$ cat config.mk
export PLATFORM = sky130hd
export DESIGN_NAME = uart_tx
export DESIGN_NICKNAME = d
export VERILOG_FILES = /design/src/rtl/uart_tx.sv
export SDC_FILE = /design/constraint.sdc
export NUM_CORES = 1
export LEC_CHECK = 0
export BUFFER_PORTS_ARGS = -buffer_cell sky130_fd_sc_hd__buf_2
export CORE_ASPECT_RATIO = 2
export CORE_MARGIN = 8
export CORE_UTILIZATION = 55
export CTS_BUF_LIST = sky130_fd_sc_hd__clkbuf_4 sky130_fd_sc_hd__clkbuf_8
export CTS_CLUSTER_SIZE = 24
export DETAILED_ROUTE_END_ITERATION = 6
export GPL_ROUTABILITY_DRIVEN = 0
export GPL_TIMING_DRIVEN = 1
export MAX_ROUTING_LAYER = met4
export PLACE_DENSITY = 0.71
export SYNTH_ARGS = -nofsm -noshare
export SYNTH_HDL_FRONTEND = slang
export SYNTH_SLANG_ARGS = --single-unit
export TNS_END_PERCENT = 1
$ cat constraint.sdc
create_clock -name sys_clk -period 4.39 [get_ports sys_clk]
set_input_delay 0.878 -clock sys_clk [delete_from_list [all_inputs] [get_ports sys_clk]]
set_output_delay 0.878 -clock sys_clk [all_outputs]
set_load 0.02 [all_outputs]
$ cat src/rtl/uart_tx.sv
// 8-bit UART transmitter: a small byte FIFO feeding an LSB-first 8N1/8N2 serialiser.
// TX is registered and idles high; state_dbg exposes the FSM state.
module uart_tx #(
    parameter int TICKS_PER_BIT = 16,
    parameter int FIFO_DEPTH    = 4,
    parameter int STOP_BITS     = 1
) (
    input  logic                        sys_clk,
    input  logic                        reset,
    input  logic [7:0]                  data_in,
    input  logic                        data_valid,
    output logic                        data_accept,
    output logic                        overflow,
    output logic [$clog2(FIFO_DEPTH):0] fifo_count,
    output logic                        tx_busy,
    output logic                        TX,
    output logic [1:0]                  state_dbg
);

    typedef enum logic [1:0] {
        IDLE  = 2'd0,
        START = 2'd1,
        DATA  = 2'd2,
        STOP  = 2'd3
    } state_t;

    localparam int PTR_W  = $clog2(FIFO_DEPTH);
    localparam int CNT_W  = PTR_W + 1;
    localparam int TICK_W = (TICKS_PER_BIT > 1) ? $clog2(TICKS_PER_BIT) : 1;

    localparam logic [TICK_W-1:0] TICK_LAST = TICK_W'(TICKS_PER_BIT - 1);
    localparam logic [CNT_W-1:0]  DEPTH_C   = CNT_W'(FIFO_DEPTH);
    localparam logic              STOP_LAST = (STOP_BITS == 2);

    // Handshake: a byte transfers on every rising edge where data_valid && data_accept.
    // data_accept depends only on the registered count, so a full FIFO refuses a
    // write even when the serialiser pops in the same cycle.

    logic [7:0]       mem [FIFO_DEPTH];
    logic [PTR_W-1:0] wr_ptr;
    logic [PTR_W-1:0] rd_ptr;
    logic [CNT_W-1:0] count;
    logic             push;
    logic             pop;
    logic             fifo_empty;

    assign data_accept = (count < DEPTH_C);
    assign push        = data_valid & data_accept;
    assign fifo_empty  = (count == '0);
    assign fifo_count  = count;

    always_ff @(posedge sys_clk) begin
        if (push) begin
            mem[wr_ptr] <= data_in;
        end
    end

    always_ff @(posedge sys_clk) begin
        if (reset) begin
            wr_ptr   <= '0;
            rd_ptr   <= '0;
            count    <= '0;
            overflow <= 1'b0;
        end else begin
            overflow <= data_valid & ~data_accept;
            if (push) begin
                wr_ptr <= wr_ptr + PTR_W'(1);
            end
            if (pop) begin
                rd_ptr <= rd_ptr + PTR_W'(1);
            end
            unique case ({push, pop})
                2'b10:   count <= count + CNT_W'(1);
                2'b01:   count <= count - CNT_W'(1);
                default: count <= count;
            endcase
        end
    end

    state_t            state;
    state_t            state_d;
    logic [TICK_W-1:0] tick;
    logic [TICK_W-1:0] tick_d;
    logic [2:0]        bit_idx;
    logic [2:0]        bit_idx_d;
    logic              stop_idx;
    logic              stop_idx_d;
    logic [7:0]        shift;
    logic [7:0]        shift_d;
    logic              tx_d;
    logic              tick_done;

    assign tick_done = (tick == TICK_LAST);

    always_ff @(posedge sys_clk) begin
        if (reset) begin
            state    <= IDLE;
            tick     <= '0;
            bit_idx  <= '0;
            stop_idx <= 1'b0;
            shift    <= '0;
            TX       <= 1'b1;
        end else begin
            state    <= state_d;
            tick     <= tick_d;
            bit_idx  <= bit_idx_d;
            stop_idx <= stop_idx_d;
            shift    <= shift_d;
            TX       <= tx_d;
        end
    end

    always_comb begin
        state_d    = state;
        tick_d     = tick;
        bit_idx_d  = bit_idx;
        stop_idx_d = stop_idx;
        shift_d    = shift;
        pop        = 1'b0;
        unique case (state)
            IDLE: begin
                if (!fifo_empty) begin
                    pop     = 1'b1;
                    shift_d = mem[rd_ptr];
                    tick_d  = '0;
                    state_d = START;
                end
            end
            START: begin
                if (tick_done) begin
                    tick_d    = '0;
                    bit_idx_d = '0;
                    state_d   = DATA;
                end else begin
                    tick_d = tick + TICK_W'(1);
                end
            end
            DATA: begin
                if (tick_done) begin
                    tick_d  = '0;
                    shift_d = {1'b0, shift[7:1]};
                    if (bit_idx == 3'd7) begin
                        stop_idx_d = 1'b0;
                        state_d    = STOP;
                    end else begin
                        bit_idx_d = bit_idx + 3'd1;
                    end
                end else begin
                    tick_d = tick + TICK_W'(1);
                end
            end
            STOP: begin
                if (tick_done) begin
                    tick_d = '0;
                    if (stop_idx == STOP_LAST) begin
                        // Back-to-back frames: the next start bit follows the last stop tick.
                        if (!fifo_empty) begin
                            pop     = 1'b1;
                            shift_d = mem[rd_ptr];
                            state_d = START;
                        end else begin
                            state_d = IDLE;
                        end
                    end else begin
                        stop_idx_d = 1'b1;
                    end
                end else begin
                    tick_d = tick + TICK_W'(1);
                end
            end
            default: state_d = IDLE;
        endcase
    end

    // TX is registered from next-state values so the line changes on the same edge as the state.
    always_comb begin
        tx_d = 1'b1;
        unique case (state_d)
            START:   tx_d = 1'b0;
            DATA:    tx_d = shift_d[0];
            default: tx_d = 1'b1;
        endcase
    end

    assign tx_busy   = (state != IDLE);
    assign state_dbg = state;

endmodule
======== After elaboration in Yosys (flattened, before gate mapping) ========
Memories as Yosys holds them, arrays and structs flattened. A register that Yosys moved wholly into a read port is not among the register bits.
Cells that the tools add are included.
storage, ports and cells
  bits in registers ....................... 27
  RAM bits ................................ 32
  bits of input ports ..................... 11
  output and inout port bits .............. 9
  word-level logic and storage cells ...... 84
  memories ................................ 1
memory list
  memory  depth  bits a word  rd ports  clocked after memory_dff  write ports  RTL line  source
  mem     4      8            1         1                         1            39        logic [7:0] mem [FIFO_DEPTH];
cells by class
  $add $sub $neg .......................... 6
  magnitude comparators ................... 1
  eq/ne operators ......................... 16
  mux-type cells .......................... 35
  bitwise gates (word level) .............. 3
  reduce and logical (&&, ||, !) cells .... 11
operator list
  kind                                                  number
  two-way mux 8 bit                                     4
  one-hot mux 8 bit (3 select lines)                    1
  two-way mux 2 bit                                     8
  inequality test 2 bit (second input constant)         7
  one-hot mux 3 bit (2 select lines)                    2
  AND reduction 4 bit                                   3
  two-way mux 1 bit                                     10
  two-way mux 3 bit                                     3
  equality test 2 bit (second input constant)           4
  two-way mux 4 bit                                     2
  one-hot mux 2 bit (4 select lines)                    1
  one-hot mux 4 bit (2 select lines)                    1
  nonzero test 2 bit                                    4
  adder 3 x 1 -> 3 bit (second input constant)          2
  equality test 2 x 1 -> 1 bit (second input constant)  3
  one-hot mux 1 bit (2 select lines)                    3
  adder 2 x 1 -> 2 bit (second input constant)          2
  adder 4 x 1 -> 4 bit (second input constant)          1
  equality test 4 bit (second input constant)           1
  equality test 3 bit (second input constant)           1
  logical NOT 3 bit                                     1
  < comparator 3 bit (second input constant)            1
  nonzero test 3 bit                                    1
  OR reduction 3 bit                                    1
  other kinds (4)                                       5

======== Longest topological paths before layout ========
  word-level depth ........................ 7
  depth in mapped cells ................... 10
  depth with buffers taken out ............ 10

======== Worst setup path after synthesis ========
Ideal clock, no wire load.
  path kind ............................... register -> register
  from .................................... register state[1], in the netlist state_dbg[1]
  to ...................................... register count[2], in the netlist fifo_count[2]
  library setup time ...................... 0.070 ns
  arrival ................................. 2.533 ns
  required time ........................... 4.320 ns
  path slack .............................. 1.787 ns
  stages on the path, launching flop included .. 10
  path buffers ............................ 0
  clock period less this slack ............ 2.603 ns
  path through ............................ dfxtp_1 ha_1 a41oi_2 nor3_2 ha_1 inv_1 fa_1 xor2_1 or3_1 a21oi_1
between the ends
  cells in the longest elaborated chain, start to end .. 4
  elaborated cells between the ends (all ways) .. 7
  those cells by class .................... 3 x eq/ne; 2 x mux; 2 x reduce/logical
ends and longest elaborated chain
  what                                                                             RTL line  source
  start: declaration                                                               80        state_t state;
  start signal: assignment                                                         104       state <= state_d;
  equality test 2 bit / logical NOT 2 bit (equally long branches)                  120       unique case (state)
  one-hot mux 1 bit (2 select lines) *                                             120
  named net pop                                                                    44        logic pop;
  equality test 2 x 1 -> 1 bit / equality test 2 bit (equally long branches)       72        unique case ({push, pop})
  one-hot mux 3 bit (2 select lines) / nonzero test 2 bit (equally long branches)  --
  end signal: assignment                                                           73        2'b10: count <= count + CNT_W'(1);
  end signal: assignment                                                           74        2'b01: count <= count - CNT_W'(1);
  end signal: assignment                                                           75        default: count <= count;
  end: declaration                                                                 42        logic [CNT_W-1:0] count;
Mark *: on every way through the listed nets, which the timed path passes. The rest lies on a longest branch.
A chain may end at the register's enable or synchronous reset.

======== Final worst setup path ========
Same ends and word-level chain as after synthesis.

==> metrics <==
Final Max Slew Viols=0; Peak supply drop=slightly above 0.4 mV; Num CTS Buffers=9; synth warn=0; Worst-Margin Slew=0.582 ns; Overall Global Routing Usage=0.150; 1st-iter DRT viols=97; syn_area_per_cell=approximately 11 um2; crit path kind=flop to flop; first-pass GRT wire length=8.21 mm; clock slew at reported path FFs=approximately 0.07 ns; hpwl dp=between 3 and 4 mm; root buffer cell=clkbuf_8; worst-case clock buffer depth=2; CTS Sinks=60; WL/cell=between 15 and 20 um; area of the multi-input gates=0.00108 mm2; register area=roughly 0.0015 mm2; Post-Syn Instances=between 200 and 250; clk_lat worst skew=between 0.3 and 0.4 ns; Setup crit end kind=flop; #FFs+latches synth=60; Hold Crit Start=bit_idx[2]; CTS tree=built; vias per cell=around 5.7; crit path DAT=3.03 ns; Die Y-Extent=115 um; Setup Slack @ Placement=roughly 1.6 ns; Max-slew headroom=0.612; RSZ-0062 raised after global routing=no; register area share after synthesis=0.563; Initial Util=0.560; Hold Path Depth=2; clk_skew=roughly 0.013 ns; number of setup buffers added after CTS=0; share of the synthesized area in the top cell type=0.356; Die X=~66 um; post-synthesis cell area=between 0.002 and 0.003 mm2; Syn Nets=between 200 and 300; vias in the first global route=1800; CP startpoint kind=flop; synthesis-to-layout area growth=10.7%; period utilisation layout=0.632; DRT Pass-1 Iters=4; library cells used by synthesis=38; worst stage delay on the critical path=between 0.4 and 0.5 ns; final hold viol count=0; Antenna Nets Post-Route=0; Final nets=between 200 and 300; Pwr Density=about 660 mW/mm2; MaxCap Viol Count=0; fill count=approximately 390; CORE AREA=just under 0.005 mm2; critical path peak fanout=9; I/O pin cnt=20; crit-path cells=ha_1, a41oi_2, nor3_2, ha_1, inv_1, fa_1, xor2_1, or3_1, a21oi_1; setup TNS=0 ns; post-CTS sizing=0; GR Overflow Total=0; r2r worst-path depth=9; Synth area leaders=edfxtp_1 36%, dfxtp_1 21%, mux4_2 6.7%, ha_1 6.0%, a21oi_1 3.7%; PortBufs=19; initial antenna violation count=0; asr flop ratio synth=0; Die Footprint=0.00755 mm2; final setup fails=0; top_reg_cell synth=edfxtp_1; Max Clock Freq=roughly 360 MHz; share of layout cells above drive strength 1=0.177; Vias=1802; Rows=36; area leader, netlist=edfxtp_1; largest net degree at the start of global routing=23; hold buffers post-CTS=0; Worst path slowest cell=dfxtp_1; DRT Wirelength=between 4 and 5 mm; post-route minimum period=roughly 2.8 ns; run status=complete, no violations; EDFF count, synth=32; CP dominant cell by count=ha_1; Data required, critical path=approximately 4.7 ns; P_leak=about 1.1 nW; DRC Markers=0; crit path from=state_dbg[1]; Setup WS post-layout=1.62 ns; min-delay worst type=flop to flop; r2r startpoint=state_dbg[1]; H-tree Lvls=3; Antenna diodes=0
==> flip-flops by register name (all words and copies together) (netlist names), named ones only <==
name and cells:
mem 32, overflow 1, fifo_count 3, bit_idx 3, TX 1, rd_ptr 2
state_dbg 2, wr_ptr 2, shift 8, tick 4
==> layer usage <==
| metal | wire [um] | GRT usage | share of wire |
|---|---|---|---|
| met1 | 1900 | 0.132 | 0.39 |
| met2 | 2710 | 0.270 | 0.55 |
| met3 | 168 | 0.0420 | 0.034 |
| met4 | 130 | 0.0894 | 0.026 |
| met5 | 0 | - | 0 |
==> stage by stage <==
step / cell area, um2 / instances / hold WS (ns) / utilization / total power [mW]
global placement: 2820 / 301 / 0.447 / 0.585 / 1.56
finish: 2990 / 317 / 0.462 / 0.620 / 1.97
CTS: 2990 / 317 / 0.464 / 0.620 / 2.00
global route: 2990 / 317 / 0.473 / 0.620 / 2.12
floorplan: 2700 / 235 / 0.436 / - / 1.38
detailed placement: 2820 / 301 / 0.454 / 0.585 / 1.57
==> kinds of logic (layout without fill, tap and decap cells) <==
logic type,after synthesis,after routing,share of synthesized area
AND/OR/NAND/NOR,82,82,0.150
buffers and inverters,22,47,0.0352
XOR/XNOR,5,5,0.0162
AO/OA/AOI/OAI,44,44,0.101
adder cells (fa/ha/maj),14,14,0.0676
flip-flops,60,60,0.563
multiplexers,8,8,0.0667
==> final timing paths <==
| path | slack (ns) | to |
|---|---|---|
| setup / recovery | 1.62 | fifo_count[2] |
| setup reg to reg | 1.62 | fifo_count[2] |
| hold reg to reg | 0.46 | bit_idx[2] |
| hold / removal | 0.46 | bit_idx[2] |
==> cells in the mapped netlist, types with 2 or more instances <==
cell      count
and2_1        6
inv_1        11
dfxtp_1      28
nor2_1       25
nand2_1      20
buf_2         4
a21oi_1      20
edfxtp_1     32
a211oi_1      7
a31oi_1       2
nand4b_1      2
xor2_1        3
mux4_2        8
a21o_1        2
o21ai_0       8
nor3_1       12
or3_1         2
clkbuf_1      6
a211o_1       2
xnor2_1       2
ha_1         13
nand3_1       4
==> cells in the final DEF (no fill, tap or decap), types with 2 or more instances in the layout <==
cell,Yosys,final
edfxtp_1,32,32
and2_1,6,6
a21o_1,2,2
mux4_2,8,8
a211oi_1,7,7
xor2_1,3,3
nand2_1,20,20
a31oi_1,2,2
or3_1,2,2
a21oi_1,20,20
nor2_1,25,25
xnor2_1,2,2
nand4b_1,2,2
clkinvlp_4,0,2
inv_1,11,11
nand3_1,4,4
buf_2,4,19
a211o_1,2,2
clkinv_2,0,2
clkbuf_8,0,9
clkbuf_4,0,2
dfxtp_1,28,28
nor3_1,12,12
o21ai_0,8,8
ha_1,13,13
==> final cells by class <==
type / count / share of cell area
well taps: 57 / 0.0239
clock buffers: 11 / 0.0465
repair buffers: 20 / 0.0343
multi-input cells: 153 / 0.363
inverters: 11 / 0.0138
flip-flops and latches: 60 / 0.509
clock inverters: 5 / 0.00963
==> worst max-delay path: cells and delay by family (launching register included) <==
| kind | cells | cell delay (ns) |
|---|---|---|
| adders and majority gates | 3 | 0.92 |
| buffers and inverters | 1 | 0.06 |
| and+or+nand+nor | 2 | 0.63 |
| DFF | 1 | 0.48 |
| AOI/OAI and AO/OA | 2 | 0.44 |
| xor gates and xnor gates | 1 | 0.16 |
==> power by group <==
part / total, mW / internal, mW / switching (mW)
sequential: 0.802 / 0.711 / 0.0912
combinational: 0.746 / 0.306 / 0.440
clock: 0.420 / 0.213 / 0.207
Note: power is estimated with default switching activity, not from simulation.
